## src/rtl/mcu_link_pkg.sv

```systemverilog
// Shared definitions for the MCU link: RX FSM state encodings, MCU byte codes
// and the default bit timing for the 122.88 MHz main clock at 19200 baud.
package mcu_link_pkg;

    localparam logic [2:0] RX_IDLE      = 3'd0;
    localparam logic [2:0] RX_START     = 3'd1;
    localparam logic [2:0] RX_DATA      = 3'd2;
    localparam logic [2:0] RX_STOP      = 3'd3;
    localparam logic [2:0] RX_WAIT_HIGH = 3'd4;
    localparam logic [2:0] RX_CLEANUP   = 3'd5;

    localparam logic [7:0] MCU_CODE_RADIO = 8'h23;
    localparam logic [7:0] MCU_CODE_PTT   = 8'h24;

    localparam int RX_CLKS_PER_BIT_DEFAULT = 6400;

endpackage

```

## src/rtl/mcu_rx_fifo.sv

```systemverilog
// Small synchronous byte FIFO for the MCU RX path; head is shown combinationally.
// Pointers carry one extra MSB so full and empty can be told apart.
module mcu_rx_fifo #(
    parameter int DEPTH = 4,
    parameter int WIDTH = 8
) (
    input  logic             clk_i,
    input  logic             rst_ni,
    input  logic             push_i,
    input  logic             pop_i,
    input  logic [WIDTH-1:0] data_i,
    output logic [WIDTH-1:0] head_o,
    output logic             empty_o,
    output logic             full_o
);
    localparam int AW = $clog2(DEPTH);

    logic [WIDTH-1:0] mem_q [DEPTH];
    logic [AW:0]      wr_ptr_q, wr_ptr_d;
    logic [AW:0]      rd_ptr_q, rd_ptr_d;
    logic             push_ok, pop_ok;

    assign empty_o = (wr_ptr_q == rd_ptr_q);
    assign full_o  = (wr_ptr_q[AW] != rd_ptr_q[AW]) &&
                     (wr_ptr_q[AW-1:0] == rd_ptr_q[AW-1:0]);
    assign head_o  = mem_q[rd_ptr_q[AW-1:0]];

    // A push into a full FIFO is only legal when the head is retired that same cycle.
    assign push_ok  = push_i & (~full_o | pop_i);
    assign pop_ok   = pop_i & ~empty_o;
    assign wr_ptr_d = push_ok ? wr_ptr_q + 1'b1 : wr_ptr_q;
    assign rd_ptr_d = pop_ok  ? rd_ptr_q + 1'b1 : rd_ptr_q;

    always_ff @(posedge clk_i or negedge rst_ni) begin
        if (!rst_ni) begin
            wr_ptr_q <= '0;
            rd_ptr_q <= '0;
            for (int i = 0; i < DEPTH; i++) begin
                mem_q[i] <= '0;
            end
        end else begin
            if (push_ok) begin
                mem_q[wr_ptr_q[AW-1:0]] <= data_i;
            end
            wr_ptr_q <= wr_ptr_d;
            rd_ptr_q <= rd_ptr_d;
        end
    end

endmodule

```

## src/rtl/mcu_uart_rx.sv

```systemverilog
// 8N1 UART receiver for MCU-to-FPGA bytes with valid/ack handshake and sticky errors.
// Define MCU_RX_FIFO_EN to queue bytes in mcu_rx_fifo instead of a single holding register.
module mcu_uart_rx
    import mcu_link_pkg::*;
#(
    parameter int CLKS_PER_BIT = RX_CLKS_PER_BIT_DEFAULT,
    parameter int FIFO_DEPTH   = 4
) (
    input  logic       i_Clock,
    input  logic       i_Rst_L,
    input  logic       i_RX_Serial,
    input  logic       i_RX_Ack,
    input  logic       i_Clear_Err,
    output logic [7:0] o_RX_Byte,
    output logic       o_RX_Valid,
    output logic       o_RX_Active,
    output logic       o_Frame_Err,
    output logic       o_Overrun
);
    localparam int CNT_W = $clog2(CLKS_PER_BIT) + 1;
    localparam logic [CNT_W-1:0] HALF_LAST = CNT_W'(CLKS_PER_BIT / 2 - 1);
    localparam logic [CNT_W-1:0] BIT_LAST  = CNT_W'(CLKS_PER_BIT - 1);

    logic             rx_meta_q, rx_sync_q;
    logic [1:0]       primed_q;
    logic             armed_q, armed_d;
    logic [2:0]       state_q, state_d;
    logic [CNT_W-1:0] clk_cnt_q, clk_cnt_d;
    logic [2:0]       bit_idx_q, bit_idx_d;
    logic [7:0]       shift_q, shift_d;
    logic             active_q, active_d;
    logic             frame_err_q, frame_err_d;
    logic             overrun_q, overrun_d;
    logic             commit, frame_evt, overrun_evt, ack_eff;

    // Starts are only accepted once the real line has been seen high after reset,
    // so a line that is still low when reset releases cannot fake a start bit.
    assign armed_d = armed_q | (primed_q[1] & rx_sync_q);

    always_comb begin
        state_d   = state_q;
        clk_cnt_d = clk_cnt_q;
        bit_idx_d = bit_idx_q;
        shift_d   = shift_q;
        active_d  = active_q;
        commit    = 1'b0;
        frame_evt = 1'b0;
        case (state_q)
            RX_IDLE: begin
                if (armed_q && !rx_sync_q) begin
                    state_d   = RX_START;
                    clk_cnt_d = '0;
                end
            end
            RX_START: begin
                if (clk_cnt_q == HALF_LAST) begin
                    clk_cnt_d = '0;
                    bit_idx_d = '0;
                    if (!rx_sync_q) begin
                        state_d  = RX_DATA;
                        active_d = 1'b1;
                    end else begin
                        state_d = RX_IDLE;
                    end
                end else begin
                    clk_cnt_d = clk_cnt_q + 1'b1;
                end
            end
            RX_DATA: begin
                if (clk_cnt_q == BIT_LAST) begin
                    clk_cnt_d = '0;
                    shift_d   = {rx_sync_q, shift_q[7:1]};
                    bit_idx_d = bit_idx_q + 1'b1;
                    if (bit_idx_q == 3'd7) begin
                        state_d = RX_STOP;
                    end
                end else begin
                    clk_cnt_d = clk_cnt_q + 1'b1;
                end
            end
            RX_STOP: begin
                if (clk_cnt_q == BIT_LAST) begin
                    clk_cnt_d = '0;
                    active_d  = 1'b0;
                    if (rx_sync_q) begin
                        commit  = 1'b1;
                        state_d = RX_CLEANUP;
                    end else begin
                        frame_evt = 1'b1;
                        state_d   = RX_WAIT_HIGH;
                    end
                end else begin
                    clk_cnt_d = clk_cnt_q + 1'b1;
                end
            end
            RX_WAIT_HIGH: begin
                if (rx_sync_q) begin
                    state_d = RX_IDLE;
                end
            end
            RX_CLEANUP: state_d = RX_IDLE;
            default:    state_d = RX_IDLE;
        endcase
    end

    assign ack_eff = i_RX_Ack & o_RX_Valid;

`ifdef MCU_RX_FIFO_EN
    logic       fifo_push, fifo_empty, fifo_full;
    logic [7:0] fifo_head;

    assign fifo_push   = commit & (~fifo_full | ack_eff);
    assign overrun_evt = commit & fifo_full & ~ack_eff;

    mcu_rx_fifo #(
        .DEPTH (FIFO_DEPTH),
        .WIDTH (8)
    ) u_fifo (
        .clk_i   (i_Clock),
        .rst_ni  (i_Rst_L),
        .push_i  (fifo_push),
        .pop_i   (ack_eff),
        .data_i  (shift_q),
        .head_o  (fifo_head),
        .empty_o (fifo_empty),
        .full_o  (fifo_full)
    );

    assign o_RX_Byte  = fifo_head;
    assign o_RX_Valid = ~fifo_empty;
`else
    logic [7:0] hold_q, hold_d;
    logic       valid_q, valid_d;

    // A commit that coincides with an ack replaces the held byte instead of overrunning.
    always_comb begin
        hold_d      = hold_q;
        valid_d     = valid_q;
        overrun_evt = 1'b0;
        if (commit) begin
            if (!valid_q || ack_eff) begin
                hold_d  = shift_q;
                valid_d = 1'b1;
            end else begin
                overrun_evt = 1'b1;
            end
        end else if (ack_eff) begin
            valid_d = 1'b0;
        end
    end

    always_ff @(posedge i_Clock or negedge i_Rst_L) begin
        if (!i_Rst_L) begin
            hold_q  <= '0;
            valid_q <= 1'b0;
        end else begin
            hold_q  <= hold_d;
            valid_q <= valid_d;
        end
    end

    assign o_RX_Byte  = hold_q;
    assign o_RX_Valid = valid_q;
`endif

    assign frame_err_d = frame_evt   | (frame_err_q & ~i_Clear_Err);
    assign overrun_d   = overrun_evt | (overrun_q & ~i_Clear_Err);

    always_ff @(posedge i_Clock or negedge i_Rst_L) begin
        if (!i_Rst_L) begin
            rx_meta_q   <= 1'b1;
            rx_sync_q   <= 1'b1;
            primed_q    <= '0;
            armed_q     <= 1'b0;
            state_q     <= RX_IDLE;
            clk_cnt_q   <= '0;
            bit_idx_q   <= '0;
            shift_q     <= '0;
            active_q    <= 1'b0;
            frame_err_q <= 1'b0;
            overrun_q   <= 1'b0;
        end else begin
            rx_meta_q   <= i_RX_Serial;
            rx_sync_q   <= rx_meta_q;
            primed_q    <= {primed_q[0], 1'b1};
            armed_q     <= armed_d;
            state_q     <= state_d;
            clk_cnt_q   <= clk_cnt_d;
            bit_idx_q   <= bit_idx_d;
            shift_q     <= shift_d;
            active_q    <= active_d;
            frame_err_q <= frame_err_d;
            overrun_q   <= overrun_d;
        end
    end

    assign o_RX_Active = active_q;
    assign o_Frame_Err = frame_err_q;
    assign o_Overrun   = overrun_q;

endmodule
```

## config.mk

```make
export PLATFORM = sky130hd
export DESIGN_NAME = mcu_uart_rx
export DESIGN_NICKNAME = d
export VERILOG_FILES = /design/src/rtl/mcu_link_pkg.sv /design/src/rtl/mcu_rx_fifo.sv /design/src/rtl/mcu_uart_rx.sv
export SDC_FILE = /design/constraint.sdc
export NUM_CORES = 1
export LEC_CHECK = 0
export ABC_AREA = 1
export CORE_MARGIN = 4
export CORE_UTILIZATION = 25
export CTS_BUF_LIST = sky130_fd_sc_hd__clkbuf_4
export CTS_CLUSTER_DIAMETER = 80
export DETAILED_ROUTE_END_ITERATION = 10
export PLACE_DENSITY = 0.48
export SYNTH_ARGS = -nofsm -noshare
export SYNTH_HDL_FRONTEND = slang
export SYNTH_SLANG_ARGS = --single-unit
```

## constraint.sdc

```tcl
create_clock -name i_Clock -period 3 [get_ports i_Clock]
set_input_delay 0.3 -clock i_Clock [delete_from_list [all_inputs] [get_ports i_Clock]]
set_output_delay 0.3 -clock i_Clock [all_outputs]
set_load 0.02 [all_outputs]
```

==> flow_summary.ini <==
[outcome]
outcome = completed

[sta]
fin_setup_tns_ns = 0
relSlewSlack = 0.3385
hold_viol = 0
finalCriticalPeriod_ns = 1.735
finalHoldWorstSlack_ns = 0.08323
drv_slew = 0
tightestPinTransition_ns = 0.9923
finClkSkew_ns = 0.02357
finalCritPeriodShare = 0.5783
fmax_ghz = 0.5764
rsz0062_at_grt = false
setup_viol = 0

[global_routing]
grt_max_degree = 46
grt_pass1_vias = 1616
antenna_found_initial = 0
gr-total-overflow = 0
grt_util_all_layers = 0.08742
grt_pass1_wl_mm = 7.859

[cts]
ctsLongestPathBuffers = 2
clkTransAtPathRegs_ns = 0.16
clock_latency_ns = 0.36
cts_tree = built
cts_sinks = 45
cts_resized = 0
cts_root_buf = clkbuf_4
numCtsBuffers = 5
cts_setup_buffers = 0
cts_hold_buffers = 0
h-tree-depth = 2

[finish]
mostFrequentLayoutCells = 67 x nand2_1, 43 x dfrtp_1, 32 x inv_1
fin_area_um2 = 2615
drive_gt1_frac = 0.1860
seq_area_um2 = 1129
fin_nets = 292
diodes = 0
multiInputGateArea_um2 = 987.2
layout_commonest_cell = nand2_1
fillers = 923
syn2layout_area_growth_pct = 14.08

[drt]
final_antenna_net_count = 0
viasPerCell = 4.206
wl_mm = 4.263
drt_iter0_drc = 71
first_pass_iters = 4
drc = 0
wl_per_cell_um = 10.85
vias = 1653

[synth]
synth_area_um2 = 2292
netlist.area_leader.share = 0.4694
synth_top_area_cell = dfrtp_1
syn_avg_cell_area_um2 = 8.683
synth_seq_cells = 45
synthesis.nets = 272
ys.warnings.count = 0
ys_top_cells_by_area = dfrtp_1 47%, nand2_1 11%, o21ai_2 6.1%
netlist-cell-type-count = 36
synthCells = 264
synth.yosys.seq_area_share = 0.4924

[worst_setup_path]
rrSetupSlack_ns = 1.26
endpoint_kind = flip-flop
cp-start-kind = flip-flop
critPathArrivalTime_ns = 1.99
worst_path_most_repeated_cell = nand2_2
max_stage_delay_ns = 0.40
path_class = flip-flop to flip-flop
crit_buf_inv = 0
path_cells = ha_1 > nand2_2 > nor2_4 > nand2_4 > nor2_8 > nand2_2 > nand2_1 > and2_1 > o21ai_1
cpMaxStageDelayCell = dfrtp_1
critPathTopFamily = simple AND/OR/NAND/NOR gates
r2r-start = clk_cnt_q[1]
r2r-end = bit_idx_q[1]
critPathRequiredTime_ns = 3.26
crit_fanout = 18
r2r_cells = 9

[die]
coreArea_um2 = 8806
pin_count = 17
dieWidth_um = 103.8
dieArea_um2 = 10770
start_util = 0.2603
rows = 34
die_h_um = 103.8

[min_path]
hold_class = input port to asynchronous set/reset pin

[placed_design]
gp_congestion = 0.8194
dp_hpwl_mm = 3.165
placed_area_um2 = 2552
numPortBuffers = 16

[pwr]
comb_power_share = 0.309
power.share.sequential = 0.477
fin_total_pwr_mw = 1.449
cellPowerDensity_nw_per_um2 = 554.3
p_leak_nw = 1.206
p_int_uw = 883.2
p_sw_uw = 566.2
p_sw_frac = 0.3906
clkPwrFrac = 0.214
irDropWorstVdd_mv = 0.2732

[flow_run]
maxCapViolCount = 0
[registers in the layout, indices dropped and copies added (netlist names), 2 cells and up]
signal / flops
clk_cnt_q: 14
state_q: 3
bit_idx_q: 3
o_RX_Byte: 8
primed_q: 2
shift_q: 8
[how the worst max path moves through the flow]
stage	to	cells after the start	slack (ns)	startpoint
final	bit_idx_q[1]	9	1.26	clk_cnt_q[1]
after detailed placement	bit_idx_q[1]	9	1.25	clk_cnt_q[1]
after global placement	bit_idx_q[1]	9	1.31	clk_cnt_q[1]
after floorplan	o_RX_Byte[5]	9	1.57	clk_cnt_q[1]
after global routing	bit_idx_q[1]	9	1.05	clk_cnt_q[1]
after CTS	bit_idx_q[1]	9	1.23	clk_cnt_q[1]
[cells by family after synthesis]
group,after synthesis,synth area share
AOI/OAI and AO/OA,37,0.1146
xor gates and xnor gates,8,0.03056
adders and majority gates,3,0.01638
buffers and inverters,42,0.07697
DFF,45,0.4924
other,1,0.001636
and+or+nand+nor,128,0.2675
[layer usage]
layer,GRT usage,share of wire
met3,0.02301,0.036
met2,0.1318,0.42
met4,0.02564,0.0096
met1,0.1232,0.54
met5,0,0
[power groups by stage]
stage / Sequential (mW) / Combinational [mW] / Clock (mW)
after global placement: 0.703 / 0.454 / 0
after global routing: 0.699 / 0.513 / 0.351
after floorplan: 0.703 / 0.330 / 0
final: 0.691 / 0.448 / 0.310
after detailed placement: 0.702 / 0.450 / 0
after CTS: 0.692 / 0.454 / 0.331
[final cells by class]
type / count / share of cell area
timing repair buffer: 16 / 0.05933
tap: 108 / 0.05167
multi-input combinational: 177 / 0.3775
clock buffer: 5 / 0.01435
sequential: 45 / 0.4316
clock inverter: 3 / 0.009569
inverter: 39 / 0.05598
[worst reg2reg max path: stages, from the launching register on]
cell and delay [ns]:
dfrtp_1 0.40, ha_1 0.20, nand2_2 0.10, nor2_4 0.14, nand2_4 0.09, nor2_8 0.11
nand2_2 0.24, nand2_1 0.12, and2_1 0.17, o21ai_1 0.07
[through the flow]
step / utilization / setup slack [ns] / instances
2_1_floorplan: - / 1.574 / 264
3_3_place_gp: 0.2899 / 1.308 / 385
3_5_place_dp: 0.2899 / 1.247 / 385
4_1_cts: 0.2970 / 1.231 / 393
5_1_grt: 0.2970 / 1.054 / 393
6_report: 0.2970 / 1.265 / 393
[synth_stat cells]
cell type	n
ha_1	3
o21ai_0	3
xor2_1	4
nor2_8	1
nand2_2	7
nor3b_1	1
o21bai_2	1
nor2_2	4
inv_1	32
a21oi_1	6
o32ai_1	1
clkinv_1	1
nor2_4	3
inv_2	6
or2_2	1
dfrtp_1	43
o21ai_1	7
nand2_4	1
xnor2_1	4
or2_0	1
nand2_1	67
o22ai_1	1
buf_4	1
dfstp_2	2
and2_1	1
nand3_1	13
nor2_1	21
nor3_1	4
nand3_2	1
nand4_1	1
buf_6	2
o21bai_1	1
o21ai_2	16
o2111ai_1	1
nand4_4	1
conb_1	1
Note: power is estimated with default switching activity, not from simulation.
